[src/rtl/pc_fetch_unit.sv]
// Fetch-stage PC unit: holds PCF and picks the next fetch address from
// sequential +4, the D-stage branch target, the exception vector, or EPC.
// It also produces the valid and flush qualifiers for the F/D register.
module pc_fetch_unit #(
  parameter logic [31:0] PC_RESET   = 32'h0000_3000,
  parameter logic [31:0] EXC_VECTOR = 32'h0000_4180
) (
  input  logic        clk,
  input  logic        reset,
  input  logic        StallF,
  input  logic        BranchTakenD,
  input  logic [31:0] NPCD,
  input  logic        ExcReq,
  input  logic        EretM,
  input  logic [31:0] EPC,
  output logic [31:0] PCF,
  output logic [31:0] PCPlus4F,
  output logic        ValidF,
  output logic        FlushFD
);

  typedef enum logic {BOOT, RUN} state_e;

  state_e      state_q, state_d;
  logic [31:0] pcf_q, pcf_d;
  logic        validf_q, validf_d;
  logic        flushfd_q, flushfd_d;
  logic [31:0] pc_plus4;

  // +4 wraps naturally at 2^32; no alignment masking anywhere
  assign pc_plus4 = pcf_q + 32'd4;

  // Next-state / next-PC selection. Redirects from M (exception, ERET)
  // outrank a stall because the stalled instruction is on the wrong path.
  // A stalled branch is dropped here since D re-presents it next cycle.
  always_comb begin
    state_d   = state_q;
    pcf_d     = pcf_q;
    validf_d  = validf_q;
    flushfd_d = 1'b0;
    unique case (state_q)
      BOOT: begin
        // First live fetch is PC_RESET itself; redirects are ignored here
        state_d  = RUN;
        validf_d = 1'b1;
      end
      RUN: begin
        validf_d = 1'b1;
        if (ExcReq) begin
          pcf_d     = EXC_VECTOR;
          flushfd_d = 1'b1;
        end else if (EretM) begin
          pcf_d     = EPC;
          flushfd_d = 1'b1;
        end else if (StallF) begin
          pcf_d     = pcf_q;
        end else if (BranchTakenD) begin
          // Instruction currently in F is the delay slot and stays live
          pcf_d     = NPCD;
        end else begin
          pcf_d     = pc_plus4;
        end
      end
      default: begin
        state_d  = BOOT;
        validf_d = 1'b0;
      end
    endcase
  end

  // State and registered outputs; reset overrides every other input
  always_ff @(posedge clk) begin
    if (reset) begin
      state_q   <= BOOT;
      pcf_q     <= PC_RESET;
      validf_q  <= 1'b0;
      flushfd_q <= 1'b0;
    end else begin
      state_q   <= state_d;
      pcf_q     <= pcf_d;
      validf_q  <= validf_d;
      flushfd_q <= flushfd_d;
    end
  end

  assign PCF      = pcf_q;
  assign PCPlus4F = pc_plus4;
  assign ValidF   = validf_q;
  assign FlushFD  = flushfd_q;

endmodule

[config.mk]
export PLATFORM = sky130hd
export DESIGN_NAME = pc_fetch_unit
export DESIGN_NICKNAME = d
export VERILOG_FILES = /design/src/rtl/pc_fetch_unit.sv
export SDC_FILE = /design/constraint.sdc
export NUM_CORES = 1
export LEC_CHECK = 0
export CAP_MARGIN = 20
export CORE_AREA = 5 5 84 86
export DETAILED_ROUTE_END_ITERATION = 10
export DIE_AREA = 0 0 89 91
export GPL_TIMING_DRIVEN = 0
export PLACE_DENSITY = 0.83
export SYNTH_ARGS = -nofsm -noshare
export SYNTH_HDL_FRONTEND = slang
export SYNTH_SLANG_ARGS = --single-unit
[constraint.sdc]
create_clock -name clk -period 6.2 [get_ports clk]
set_input_delay 1.24 -clock clk [delete_from_list [all_inputs] [get_ports clk]]
set_output_delay 1.24 -clock clk [all_outputs]
set_load 0.02 [all_outputs]
Yosys cells after proc, flatten, opt, wreduce, memory -nomap -nowiden
Index checks and enable logic that the tools add are counted.
{"block": "word_totals", "register_bits": 34, "output_inout_bits": 66, "word_cells": 15}
{"block": "op_classes", "n_addsub": 1, "eq_ne": 1, "mux": 7, "bitwise": 1, "reduce_logical": 2}
{"cell": "32-bit two-way mux", "count": 4}
{"cell": "32-bit by 3-bit adder with 32-bit output (second input constant)", "count": 1}
{"cell": "1-bit two-way mux", "count": 3}
{"cell": "3-bit by 1-bit inequality test with 1-bit output (second input constant)", "count": 1}
{"cell": "2-bit AND reduction", "count": 1}
{"cell": "2-bit OR reduction", "count": 1}
{"cell": "1-bit inverter", "count": 1}

Longest topological paths before layout
Gate-level depths: netlist of run 1.
{"block": "depth", "depth_word": 5, "depth_mapped": 7, "depth_no_buf": 6}

Worst setup path after synthesis of run 1
No wires, ideal clock.
{"block": "synth_timing", "kind": "flip-flop to output port", "start": "register pcf_q[11] (netlist: PCF[11])", "end": "output port PCPlus4F[27]", "arrival_time_ps": 1926, "required_ps": 4960, "path_slack_ps": 3034, "path_stages_with_launch": 7, "path_buffers": 2, "path_cell_list": "dfxtp_1 -> buf_2 -> nand4_1 -> or3_1 -> buf_2 -> nor3_2 -> xor2_1"}
{"block": "synth_via", "elab_chain_cells": 1}
{"item": "start, declared", "line": "25", "source": "logic [31:0] pcf_q, pcf_d;"}
{"item": "start signal, assigned", "line": "80", "source": "pcf_q <= pcf_d;"}
{"item": "32-bit by 3-bit adder with 32-bit output", "line": "31", "source": "assign pc_plus4 = pcf_q + 32'd4;"}
{"item": "end, declared", "line": "17", "source": "output logic [31:0] PCPlus4F,"}
No other way between the ends.

Worst setup path after layout of run 1
{"block": "layout_timing", "start": "register pcf_q[2] (netlist: PCF[2])", "end": "output port PCPlus4F[20]"}
Same word-level chain as after synthesis.

==> reports/results.txt, run 1 <==
The floorplan step set the die width to 89 um. The tools report the type of destination of the critical path as an output pin. The first detailed-routing pass took 5 iterations.

The tightest min-delay check is of the reg -> reg type. The routed design uses 5.06 mm of met2 wire. For this design the top-level I/O count stands at 136.

In this run the worst path has a maximum fanout of 7. The cell area after layout was 4180 um2; the worst-case clock buffer depth was 2. The count of nets left with antenna violations after detail routing was 0. Once the clock tree was built, the setup fixing pass inserted 0 buffers.

The share of synthesized registers carrying an async set or reset works out to 0. TritonCTS built the clock tree. Dividing total power by cell area gives a power density of 153 nW/um2. After detailed routing, the average wire length per cell comes to 18.9 um. The net count of the finished layout was 562; the wire length on met1 was 4.25 mm. The via count normalized by instance count works out to 5.95. The clock tree synthesis step divided the H-tree into 2 levels.

Input and output buffers added on the ports amount to 134. The timing-limited maximum frequency is 0.246 GHz. Yosys mapped a number of flops with a built-in enable equal to 0. Yosys mapped the design onto 57 distinct sky130hd cell types. The worst slew slack as a fraction of its limit was 0.539. Clock tree synthesis inserted a total of 5 buffers.

Each instance of the synthesized netlist takes up on average 7.56 um2. For this run, the number of Yosys warnings is 0. The run gives 0.426 as the starting density of the core.

The routed design uses 1.14 mm of met3 wire. The tools report the type of origin of the critical path as a flip-flop. Cell type with the highest aggregate area in the netlist: sky130_fd_sc_hd__dfxtp_1. The highest metal layer carrying signal wires in the routed design is met4. The logs give 10.7 mm for the overall routed net length and 0 for the number of hold violations in the final report.

After clock tree synthesis, the clock-pin slew on the worst setup and hold paths is 0.07 ns. The placement row count is 29, and the post-detailed-placement cell area is 4080 um2. Across the VDD grid, the largest voltage drop is 0.103 mV. The area share of the largest cell type after synthesis was 0.257; the post-route setup TNS was 0 ns. For this design, the CTS-stage hold fixing added 0 buffers. The share of cells above drive strength 1 came out at 0.0508. The critical path goes through ha_1 -> nand3_1 -> nor3_1 -> and3_1 -> xor2_1 -> clkdlybuf4s50_1. Summed over all nets, the half-perimeter wirelength after detailed placement is 8.20 mm. The post-route clock period utilization works out to 0.657. Once the clock tree was built, the resizer swapped 0 gates to a different size.

The most common cell in the netlist was sky130_fd_sc_hd__dfxtp_1. The tool flagged a number of max-cap violations equal to 0. Compared with the post-synthesis result, the final layout area differs by 57.8%. For flop-to-flop paths, the worst setup slack is 3.99 ns. Number of global-route vias before repair: 3425.

STA puts the critical path data required time at 4.96 ns. The total area inside the core boundary comes to 6200 um2. The worst setup path is of the reg -> out kind.

The cell chosen for the clock root is sky130_fd_sc_hd__clkbuf_8. The number of vias in the routed layout was 3384; the minimum clock period was 4.07 ns. The run gives 0 as the number of pins exceeding their max-slew limit in the final report. Sorting the synthesized cells by area gives the leading types as sky130_fd_sc_hd__dfxtp_1 (26%), sky130_fd_sc_hd__xnor2_1 (6.0%), sky130_fd_sc_hd__nor2_1 (4.5%), sky130_fd_sc_hd__nand3_1 (3.8%), sky130_fd_sc_hd__a21oi_1 (3.6%).

After detailed placement, the design holds a cell count of 561. The largest net degree at the start of global routing was 11; the number of DRC violations after detailed routing was 0. The run gives 2.83 ns as the arrival time at the worst endpoint. The routability congestion estimate from global placement is 0.945, and the peak per-stage delay on the critical path is 0.62 ns.

After layout, the design draws a total of 0.000638 W. The first global-routing pass estimated 16.8 mm of wire. The commonest cells after synthesis are sky130_fd_sc_hd__dfxtp_1 (34), sky130_fd_sc_hd__nor2_1 (32), sky130_fd_sc_hd__nand2_1 (24). The number of nets handed over by synthesis was 421.

The tools report the die footprint as 8100 um2. The floorplan step set the die height to 91 um. The register bit total from synthesis was 34; the post-synth design cell area was 2650 um2.

The clock latency at the later pin of the worst-skew pair is 0.30 ns. For this block, the initial DRC count from the detailed router was 253. Number of antenna violations at the first check in global routing: 0.

Dominant delay contributor by cell family on the critical path: simple AND/OR/NAND/NOR gates. The run gives 0.262 as the total global-route track usage. Excluding fillers, the count of instances in the completed layout stands at 569. The most common flop cell mapped by yosys was sky130_fd_sc_hd__dfxtp_1. Clock skew on the completed layout was measured at 0.00720 ns.

The number of buffer and inverter instances along the worst setup path is 1, and the slew at the pin closest to its max-slew limit is 0.691 ns. Clock tree synthesis found a total of 34 sinks. Global routing finished with a remaining overflow of 0.

In the synthesized netlist, the number of instances is 350. Summed over all cells, the static leakage comes to 1.53 nW. The final setup violation count is 0. For this design, the slowest cell found on the critical path is sky130_fd_sc_hd__clkdlybuf4s50_1. The sequential share of the synthesized area is 0.257. Setup repair after global routing left no endpoint under its margin. The run finished with clean final reports. The number of antenna diodes in the final layout is 0.
[state kept, by name (all words and copies together), names as in the netlist]
signal   count
FlushFD      1
ValidF       1
PCF         32
[final cells by class]
type,count,area [um2]
multi-input cells,281,1820
well taps,77,96.3
plain buffers,26,114
fillers,542,2030
flip-flops and latches,34,681
clock inverters,1,5.00
repair buffers,134,1340
inverters,9,33.8
clock buffers,7,86.3
[placed cells by master (no fill, tap or decap), types with 6 or more instances in the layout]
cell type and n:
sky130_fd_sc_hd__a21oi_1 19, sky130_fd_sc_hd__a22oi_1 11, sky130_fd_sc_hd__and3_1 7, sky130_fd_sc_hd__buf_2 7, sky130_fd_sc_hd__clkbuf_1 15, sky130_fd_sc_hd__clkbuf_8 6
sky130_fd_sc_hd__clkdlybuf4s50_1 134, sky130_fd_sc_hd__dfxtp_1 34, sky130_fd_sc_hd__inv_1 9, sky130_fd_sc_hd__nand2_1 24, sky130_fd_sc_hd__nand3_1 20, sky130_fd_sc_hd__nor2_1 32
sky130_fd_sc_hd__nor3_1 11, sky130_fd_sc_hd__o21ai_0 19, sky130_fd_sc_hd__o22ai_1 15, sky130_fd_sc_hd__xnor2_1 18, sky130_fd_sc_hd__xor2_1 9
[metrics by stage]
stage	worst slack, ns	util	hold WS (ns)
floorplan	3.03	-	0.564
global placement	2.51	0.658	0.495
detailed placement	2.48	0.658	0.504
CTS	2.15	0.673	0.514
global route	1.92	0.673	0.538
finish	2.13	0.673	0.513
[power by group]
group          leakage, nW  total, W  internal [W]  switching [W]
combinational         1.21  0.000212      0.000107       0.000105
sequential           0.278  0.000246      0.000230      0.0000166
clock               0.0482  0.000180     0.0000898      0.0000906
[cell families after synthesis]
| logic type | Yosys count | share of synthesized area |
|---|---|---|
| and+or+nand+nor | 132 | 0.273 |
| AOI/OAI and AO/OA | 116 | 0.301 |
| xor gates and xnor gates | 27 | 0.0894 |
| DFF | 34 | 0.257 |
| buffers and inverters | 35 | 0.0558 |
| adders and majority gates | 1 | 0.00473 |
| muxes | 5 | 0.0189 |
[path summary, 6_finish.rpt]
check | start | end | depth (start not counted)
setup / recovery | PCF[2] | PCPlus4F[20] | 6
hold / removal | PCF[28] | PCF[28] | 1
setup reg to reg | PCF[2] | PCF[30] | 6
hold reg to reg | PCF[28] | PCF[28] | 1
[routing by layer]
metal  GRT usage  vias to the layer above
met2       0.431                      195
met3      0.0679                       22
met4       0.114                        0
met1       0.318                     1560
met5           0                        -
li1            -                     1607
No activity file was read; power rests on OpenSTA's default activity.
==> run 2, diff against run 1 <==
--- a/config.mk
+++ b/config.mk
@@ -6,11 +6,11 @@
 export NUM_CORES = 1
 export LEC_CHECK = 0
 export CAP_MARGIN = 20
-export CORE_AREA = 5 5 84 86
+export CORE_AREA = 5 5 91 93
 export DETAILED_ROUTE_END_ITERATION = 10
-export DIE_AREA = 0 0 89 91
+export DIE_AREA = 0 0 96 98
 export GPL_TIMING_DRIVEN = 0
-export PLACE_DENSITY = 0.83
+export PLACE_DENSITY = 0.74
 export SYNTH_ARGS = -nofsm -noshare
 export SYNTH_HDL_FRONTEND = slang
 export SYNTH_SLANG_ARGS = --single-unit
==> constraint.sdc (replaced) <==
create_clock -name clk -period 3.7 [get_ports clk]
set_input_delay 0.74 -clock clk [delete_from_list [all_inputs] [get_ports clk]]
set_output_delay 0.74 -clock clk [all_outputs]
set_load 0.02 [all_outputs]
==> run 2 against run 1 <==
Design area increased by 1.3%. Global-route usage fell by 3.2 points. Wire length is 2.0% higher. Worst setup slack got worse by 2.0 ns. Count of clock-buffer cells in the layout rose by 1. Register-to-register slack worse by 2.6 ns. Total power grew 74%. Clock power is 89% higher. Clock skew rose by 0.0026 ns. Largest cell class unchanged. Largest power group unchanged.
==> reports/results.txt, run 2 (same netlist as run 1, synthesis figures left out) <==
The flow ran to the end, and the final reports show no timing, DRC or antenna violations. The repair_antennas step left the layout with diodes totalling 0. The horizontal die dimension was 96 um.

For hold timing, the worst endpoint is PCF[28]. No sink is reached through more buffers than the 2 on the longest clock path. At the pin with the least slew margin, the transition time is 0.706 ns.

The tools report the number of global-route vias before repair as 3327. The count of nets left with antenna violations after detail routing was 0; the initial detailed-routing violation count was 181. STA classifies the critical path startpoint as a flip-flop. Once detailed placement completed, the half-perimeter wirelength came to 8.39 mm. The core region is 7450 um2. The post-layout total power is 0.00111 W, and the number of clock buffers inserted by TritonCTS is 5. The number of input and output port buffers inserted is 134.

The worst path needs 3.57 ns of the cycle, external delays included. The number of iterations in the first detailed-routing pass is 7. The total placed cells including tap cells was 586; the area of all sequential standard cells was 681 um2. Dividing total power by cell area gives a power density of 262 nW/um2. The number of DRC violations after detailed routing was 0. The overall routed net length is 11.0 mm.

The logs give 0.280 GHz for the timing-limited maximum frequency and 0.00983 ns for the final clock skew. The run gives 0 as the number of pins exceeding their max-slew limit in the final report. The kind of critical path was reg -> out.

TritonCTS built the clock tree. Post-route clock period utilization: 0.965. The first global-routing pass estimated 17.1 mm of wire. The clock net in this run drives a total of 34 sinks. The total global-route track usage is 0.230. Leading cell type in the layout, fill and taps excluded: sky130_fd_sc_hd__clkdlybuf4s50_1. The endpoint identified for the worst register-to-register timing path is PCF[30]. At the end of the flow, the number of nets in the layout was 562. The H-tree depth came out at 2.

The tools report the utilization of the core after routing as 0.568. Summed over all cells, the static leakage comes to 1.54 nW. IR analysis of the VDD net gives a maximum drop of 0.178 mV. The number of vias in the routed layout came out at 3338. The cell chosen for the clock root is sky130_fd_sc_hd__clkbuf_8.

Data arrives at the worst endpoint at 2.83 ns. Summing all multi-input logic gate instances after layout gives 1820 um2. After detailed routing, the number of vias per cell comes to 5.62. The worst reg-to-reg path cell count is 6, and the starting density of the core is 0.355. Number of flip-flops in the largest register: 32. The startpoint identified for the worst register-to-register timing path is PCF[2]. The share of cells above drive strength 1 came out at 0.0549. Max-cap violations in this run came to 0.

In this run the vertical extent of the chip is 98 um. Entering global routing, the biggest net connects 11 pins. The number of instances on the worst hold path is 1, and the number of hold violations in the final report is 0. For the final-layout fill cell count, the log shows 725.

Type of destination of the critical path: an output pin. The top cell types in the final layout, fill and taps aside, are sky130_fd_sc_hd__clkdlybuf4s50_1 (134), sky130_fd_sc_hd__dfxtp_1 (34), sky130_fd_sc_hd__nor2_1 (32). The count of hold buffers inserted by post-cts repair is 0. The floorplan has 32 rows. The run gives 0 ns as the post-route setup TNS. Routability congestion estimate from global placement: 0.922. Data on the critical path is required at its endpoint by 2.96 ns. The later pin in the worst-skew pair is clocked with a latency of 0.30 ns. The sum of overflow across all layers after global routing was 0. Source of the worst hold timing path: PCF[28]. The logs give 0.529 for the worst slew slack as a fraction of its limit and 594 for the non-filler instance count after layout. Worst hold-check path type: reg -> reg.

The floorplan step defined a die boundary enclosing 9410 um2. Relative to the synthesized area, the layout overhead comes to 59.9%. Clock-pin slew was measured on the worst setup and hold paths at 0.07 ns. During I/O placement, the number of pins put on the boundary was 136. Number of antenna violations at the first check in global routing: 0. Setup violations remaining at the end of the flow were counted as 0.

The slack of the worst reg-to-reg path came out at 1.43 ns. The highest net fanout along the worst path is 7. In the final routed layout, each cell accounts on average for 18.4 um.
## run 2: what timing repair did
item                       CTS  global route
setup endpoints to repair    0             2
setup buffers                0             0
resized for setup            0             1
## run 2: area by class of cell
type / count / share of cell area
Clock buffer: 8 / 0.0260
Tap cell: 102 / 0.0302
Inverter: 9 / 0.00799
Buffer: 26 / 0.0269
Sequential cell: 34 / 0.161
Timing Repair Buffer: 134 / 0.317
Multi-Input combinational cell: 281 / 0.431
## run 2: worst max-delay path by stage
stage          startpoint           end  slack [ns]  cells past startpoint
6_report           PCF[2]  PCPlus4F[28]        0.13                      6
5_1_grt            PCF[2]  PCPlus4F[28]      -0.006                      6
4_1_cts            PCF[2]  PCPlus4F[20]        0.17                      6
3_5_place_dp       PCF[2]  PCPlus4F[20]        0.50                      6
3_3_place_gp       PCF[2]  PCPlus4F[20]        0.50                      6
2_1_floorplan     PCF[11]  PCPlus4F[27]        1.03                      6
## run 2: stage by stage
step / hold slack [ns] / cell area [um2] / setup WS [ns]
final: 0.511 / 4230 / 0.130
after global routing: 0.557 / 4230 / -0.00629
after CTS: 0.514 / 4230 / 0.168
after detailed placement: 0.497 / 4120 / 0.496
after global placement: 0.488 / 4120 / 0.502
after floorplan: 0.564 / 2650 / 1.03
## run 2: worst max-delay path: stages, from the launching register on
cell	delay, ns
sky130_fd_sc_hd__dfxtp_1	0.47
sky130_fd_sc_hd__ha_1	0.29
sky130_fd_sc_hd__nand3_1	0.23
sky130_fd_sc_hd__or3_4	0.48
sky130_fd_sc_hd__nor3_2	0.26
sky130_fd_sc_hd__xnor2_1	0.17
sky130_fd_sc_hd__clkdlybuf4s50_1	0.63
## run 2: per-layer routing
layer,track usage,vias up,share of wire
met5,0,-,0
met4,0.0733,0,0.024
met1,0.291,1552,0.41
met2,0.365,160,0.47
li1,-,1604,-
met3,0.0747,22,0.10
## run 2: report_power, final
group	internal, W	switching (W)
combinational	0.000179	0.000176
sequential	0.000385	0.0000279
clock	0.000188	0.000153
